--- src/rtl/rv64i_mem_arbiter.sv ---
// Shared-memory arbiter for the RV64I pipeline: one grant per cycle, in-order read steering,
// stall generation and halt drain. Optional fetch anti-starvation guard: ARB_STARVE_GUARD_EN.
module rv64i_mem_arbiter #(
  parameter int XLEN       = 64,
  parameter int MEM_LAT    = 1,
  parameter int STARVE_MAX = 4
) (
  input  logic            clk,
  input  logic            reset,
  input  logic            if_req,
  input  logic [XLEN-1:0] if_addr,
  output logic            if_gnt,
  output logic            if_rvalid,
  output logic [XLEN-1:0] if_rdata,
  input  logic            dm_req,
  input  logic            dm_we,
  input  logic [XLEN-1:0] dm_addr,
  input  logic [XLEN-1:0] dm_wdata,
  input  logic [7:0]      dm_wstrb,
  output logic            dm_gnt,
  output logic            dm_rvalid,
  output logic [XLEN-1:0] dm_rdata,
  input  logic            halt_req,
  output logic            if_stall,
  output logic            dm_stall,
  output logic            halted,
  output logic            mem_en,
  output logic            mem_we,
  output logic [XLEN-1:0] mem_addr,
  output logic [XLEN-1:0] mem_wdata,
  output logic [7:0]      mem_wstrb,
  input  logic [XLEN-1:0] mem_rdata
);

  typedef enum logic [1:0] {RUN, DRAIN, HALT} state_t;

  // owner: 1 = data port, 0 = fetch port
  typedef struct packed {
    logic valid;
    logic owner;
    logic is_read;
  } tag_t;

  state_t               state;
  tag_t [MEM_LAT-1:0]   tag_q;
  tag_t                 new_tag;
  tag_t                 tail;
  logic                 fetch_ok, data_ok, starve_hit;
  logic                 if_win, dm_win;
  logic                 inflight, drain_done;

  assign fetch_ok = (state == RUN);
  assign data_ok  = (state != HALT);

`ifdef ARB_STARVE_GUARD_EN
  logic [7:0] starve_cnt;
  assign starve_hit = (starve_cnt == 8'(STARVE_MAX));

  // Counts consecutive denied fetch cycles; frozen once draining or halted.
  always_ff @(posedge clk or posedge reset) begin
    if (reset) begin
      starve_cnt <= '0;
    end else if (state == RUN) begin
      if (if_win || !if_req)
        starve_cnt <= '0;
      else if (starve_cnt != 8'(STARVE_MAX))
        starve_cnt <= starve_cnt + 8'd1;
    end
  end
`else
  assign starve_hit = 1'b0;
`endif

  always_comb begin
    if_win = 1'b0;
    dm_win = 1'b0;
    if (!reset) begin
      if (if_req && fetch_ok && (starve_hit || !(dm_req && data_ok)))
        if_win = 1'b1;
      else if (dm_req && data_ok)
        dm_win = 1'b1;
    end
  end

  assign if_gnt    = if_win;
  assign dm_gnt    = dm_win;
  assign if_stall  = if_req & ~if_win & ~reset;
  assign dm_stall  = dm_req & ~dm_win & ~reset;

  assign mem_en    = if_win | dm_win;
  assign mem_we    = dm_win & dm_we;
  assign mem_addr  = dm_win ? dm_addr : (if_win ? if_addr : '0);
  assign mem_wdata = dm_win ? dm_wdata : '0;
  assign mem_wstrb = dm_win ? dm_wstrb : 8'h00;

  always_comb begin
    new_tag.valid   = mem_en & ~mem_we;
    new_tag.owner   = dm_win;
    new_tag.is_read = mem_en & ~mem_we;
  end

  always_ff @(posedge clk or posedge reset) begin
    if (reset) begin
      tag_q <= '0;
    end else begin
      tag_q[0] <= new_tag;
      for (int i = 1; i < MEM_LAT; i++)
        tag_q[i] <= tag_q[i-1];
    end
  end

  assign tail      = tag_q[MEM_LAT-1];
  assign if_rvalid = tail.valid & tail.is_read & ~tail.owner;
  assign dm_rvalid = tail.valid & tail.is_read &  tail.owner;
  assign if_rdata  = if_rvalid ? mem_rdata : '0;
  assign dm_rdata  = dm_rvalid ? mem_rdata : '0;

  // Drain is judged on the pipe contents after this edge, so halted rises
  // on the edge right after the final rvalid cycle.
  always_comb begin
    inflight = new_tag.valid;
    for (int i = 0; i < MEM_LAT - 1; i++)
      inflight = inflight | tag_q[i].valid;
  end

  assign drain_done = ~inflight & ~dm_req;

  always_ff @(posedge clk or posedge reset) begin
    if (reset) begin
      state  <= RUN;
      halted <= 1'b0;
    end else begin
      case (state)
        RUN:     if (halt_req) state <= DRAIN;
        DRAIN:   if (drain_done) begin
                   state  <= HALT;
                   halted <= 1'b1;
                 end
        default: ;
      endcase
    end
  end

endmodule

--- config.mk ---
export PLATFORM = sky130hd
export DESIGN_NAME = rv64i_mem_arbiter
export DESIGN_NICKNAME = d
export VERILOG_FILES = /design/src/rtl/rv64i_mem_arbiter.sv
export SDC_FILE = /design/constraint.sdc
export NUM_CORES = 1
export LEC_CHECK = 0
export CORE_AREA = 2 2 213 215
export DETAILED_ROUTE_END_ITERATION = 8
export DIE_AREA = 0 0 215 217
export SYNTH_ARGS = -nofsm -noshare
export SYNTH_HDL_FRONTEND = slang
export SYNTH_SLANG_ARGS = --single-unit
--- constraint.sdc ---
create_clock -name clk -period 3.49 [get_ports clk]
set_clock_uncertainty 0.15 [all_clocks]
set_input_delay 0.5235 -clock clk [delete_from_list [all_inputs] [get_ports clk]]
set_output_delay 0.5235 -clock clk [all_outputs]
set_load 0.02 [all_outputs]
### Word-level counts from Yosys, hierarchy flattened

Cells that the tools add are included.

* equality and inequality tests: 4
* muxes and demuxes: 14
* bitwise logic cells: 17
* reductions and logical operators: 8

Operator list (count)
* $mux W64: 5
* $and A1 B1 Y1: 9
* $mux W8: 1
* $not A1 Y1: 7
* $ne A2 B2 Y1 const B: 3
* $mux W1: 5
* $mux W2: 2
* $pmux W2 S2: 1
* $logic_and A1 B1 Y1: 3
* $reduce_and A3 Y1: 1
* $eq A2 B1 Y1 const B: 1
* $logic_not A2 Y1: 1
* $reduce_and A2 Y1: 1
* $reduce_bool A2 Y1: 1
* $logic_not A1 Y1: 1
* $or A1 B1 Y1: 1

* flip-flop bits (word level): 5
* input port bits: 270
* output and inout bits: 273
* word-level logic and storage cells: 47

### Depth between registers and ports, before layout

* depth in word-level cells: 13
* gate-level depth with buffers: 5
* mapped depth without buffers: 3

### Least setup slack after synthesis

OpenSTA, ideal clock, no wires.

* path kind: input -> output
* start: input reset
* end: output mem_wdata[61]
* arrival time: 1.495 ns
* required time: 2.816 ns
* setup slack: 1.321 ns
* cell stages on the path: 4
* buffers on the path: 1
* path through: nand2b_1 a21oi_2 clkbuf_1 and2_1

* cells in the longest elaborated chain, start to end: 2

RTL lines
* from (decl): RTL line 9 `input logic reset,`
* $mux W1: RTL line 77 `if (!reset) begin`
* via dm_gnt: RTL line 20 `output logic dm_gnt,`
* $mux W64: RTL line 93 `assign mem_wdata = dm_win ? dm_wdata : '0;`
* to (decl): RTL line 30 `output logic [XLEN-1:0] mem_wdata,`

The timed path passes the listed nets, and every way through them passes these cells.

### Worst setup path after layout

* start: input dm_req
* end: output mem_addr[0]

* cells in the longest elaborated chain, start to end: 7
* elaborated cells between the ends (all ways): 10
* classes of those cells: mux (7); reduce/logical (3)

RTL lines
* from (decl): RTL line 15 `input logic dm_req,`
* $logic_and A1 B1 Y1 (*): RTL line 78, 80
* $logic_not A1 Y1: RTL line 78 `if (if_req && fetch_ok && (starve_hit || !(dm_req && data_ok)))`
* $logic_and A1 B1 Y1: RTL line 78
* $mux W1: RTL line 78
* $mux W1: RTL line 77
* $mux W64: RTL line 92 `assign mem_addr = dm_win ? dm_addr : (if_win ? if_addr : '0);`
* $mux W64 (*): RTL line 92
* to (decl): RTL line 29 `output logic [XLEN-1:0] mem_addr,`

Mark *: on every way between the ends. The rest lies on a longest branch, timed or not.

==> qor.yml <==
coreArea_um2: 44700
wire_per_inst_um: 19.71
dpl.hpwl_mm: 26.64
ys.warnings.count: 0
cts.sinks: 5
io_buffers: 542
cts_resized: 0
synth_top_family_by_area: "simple AND/OR/NAND/NOR gates"
rows: 78
p_leak_uw: 0.003435
htreeDepth: 1
critPathLaunchType: "input pin"
nets: 1125
ys_async_sr_fraction: 1.000
grt_pass1_wl_mm: 37.36
postCtsSetupBuffers: 0
synth_flop_cell: "dfrtp_1"
antenna_found_initial: 7
multi_input_area_um2: 1938
worstSkewPairLatency_ns: 0.22
peakVddDrop_mv: 0.09728
postRouteAntennaNets: 0
required_ns: 2.82
slew_viol_final: 0
synth.cells.most_frequent: "and2_1, a22o_1, and3_1"
clk_pin_slew_ns: 0.03
io_pins: 543
rsz0062_at_grt: "no"
cp-end-kind: "output pin"
finalSetupViolCount: 0
final_util: 0.1961
criticalPathCategory: "input pin to output pin"
syn2layout_area_growth_pct: 286.5
synth_xor_area_frac: 0
finalPower_uw: 586.6
drt-initial-drc-count: 112
grt_pass1_vias: 4725
synth-compound-area-share: 0.2664
syn-instance-count: 332
critPathLaunch: "dm_req"
cts_root_buf: "clkbuf_16"
synthSimpleGateAreaFrac: 0.5775
setup_tns_ns: 0
drive_gt1_frac: 0.08548
initial_utilization: 0.05075
regArea_um2: 126.4
dieWidth_um: 215
fillers: 5055
power.density_nw_per_um2: 66.91
maxCapViolations: 0
drt_wl_total_mm: 28.68
dr.pass1.iters: 4
yosysUniqueCellTypes: 20
synth-seq-area-share: 0.05516
pre_cts_ws_ns: 0.2559
crit_arrival_ns: 2.57
gp_congestion: 0.9290
synth_top_cell_area_share: 0.3806
die_y_um: 217
slew_headroom: 0.5083
hp-class: "flop to flop"
post-route-drc-count: 0
synth_area_leaders: "and2_1, a22o_1, and3_1, dfrtp_1, clkbuf_1"
setup_ws_ns: 0.2485
dieArea_um2: 46660
postCtsHoldBufs: 0
ys_ff_latch: 5
worst-path-max-fanout: 67
synthAdderAreaFrac: 0
fin_crit_ns: 3.242
cts_tree: "done"
worst_pin_slew_ns: 0.7376
yosysMostFrequentCell: "and2_1"
syn_area_um2: 2268
r2r_start: "state[0]"
cts_buffers: 3
synth_nets: 602
clock.fmax_mhz: 308.5
synth.area.mux_share: 0
cts_max_path_buffers: 2
track_usage: 0.1128
post_drt_via_cell_ratio: 3.260
post_dp_cell_area_um2: 8686
grt_overflow: 0
min_period_over_period: 0.9288
hold_viol: 0
syn_avg_cell_area_um2: 6.833
grt_start_max_net_pins: 68
hp-start: "halted"
synth_edf_count: 0
status: "finished clean"
yosys.area.top_type: "and2_1"
design_area_um2: 8767
vias: 4743
## where the power goes
| part | internal, uW | leakage (uW) | switching, uW | total [uW] |
|---|---|---|---|---|
| registers | 58.3 | 0.0000630 | 0 | 58.3 |
| logic | 268 | 0.00333 | 74.5 | 342 |
| clock network | 151 | 0.0000382 | 34.9 | 186 |
## cell families after synthesis
logic type / Yosys count
flip-flops: 5
AND/OR/NAND/NOR: 209
buffers and inverters: 47
AO/OA/AOI/OAI: 71
## critical path, stage by stage
cell and delay [ns]:
clkdlybuf4s50_1 0.43, buf_4 0.16, nor4_4 0.30, buf_12 0.29, a22o_1 0.19, clkdlybuf4s50_1 0.60
## registers in the layout (all words and copies together), names as in the netlist
register,count
state,2
tag_q,2
halted,1
## area by class of cell
| class | instances | area share |
|---|---|---|
| multi-input combinational | 280 | 0.2211 |
| timing repair buffer | 561 | 0.6679 |
| inverter | 4 | 0.001713 |
| antenna | 1 | 0.0002854 |
| sequential | 5 | 0.01441 |
| clock buffer | 4 | 0.008991 |
| tap | 600 | 0.08563 |
## stage by stage
stage,instances,hold slack [ns]
finish,1455,0.3164
global route,1454,0.3345
CTS,1454,0.3172
detailed placement,1450,0.3086
global placement,1450,0.3003
floorplan,332,0.1520
## worst paths after layout
kind,end,slack (ns),depth (start not counted)
max,mem_addr[0],0.25,6
min,halted,0.32,1
max reg2reg,tag_q[0],2.05,3
min reg2reg,halted,0.32,1
max in group asynchronous,tag_q[1],2.61,2
min in group asynchronous,state[1],0.39,2
## layer usage
layer  track usage  share of wire  up-vias  routed length [um]
met5             0         0.0022        -                  64
li1              -              -     2203                   -
met4       0.01218          0.011       12                 313
met2        0.2195           0.52      358               14780
met3       0.03760           0.10       25                2932
met1        0.1209           0.37     2145               10590
## cell usage in the layout, fill, tap and decap left out
cell type	n
clkdlybuf4s50_1	497
and2_1	138
and3_1	64
a22o_1	64
buf_4	32
buf_12	32
dfrtp_1	4
inv_1	3
a21oi_1	3
clkbuf_16	3
a21o_1	2
nand2b_1	2
diode_2	1
nor2_1	1
nor2b_4	1
inv_2	1
a21oi_4	1
nor4_4	1
nor3_1	1
or2_2	1
o21ai_0	1
clkbuf_1	1
dfrtp_2	1
No activity file was read; power rests on OpenSTA's default activity.
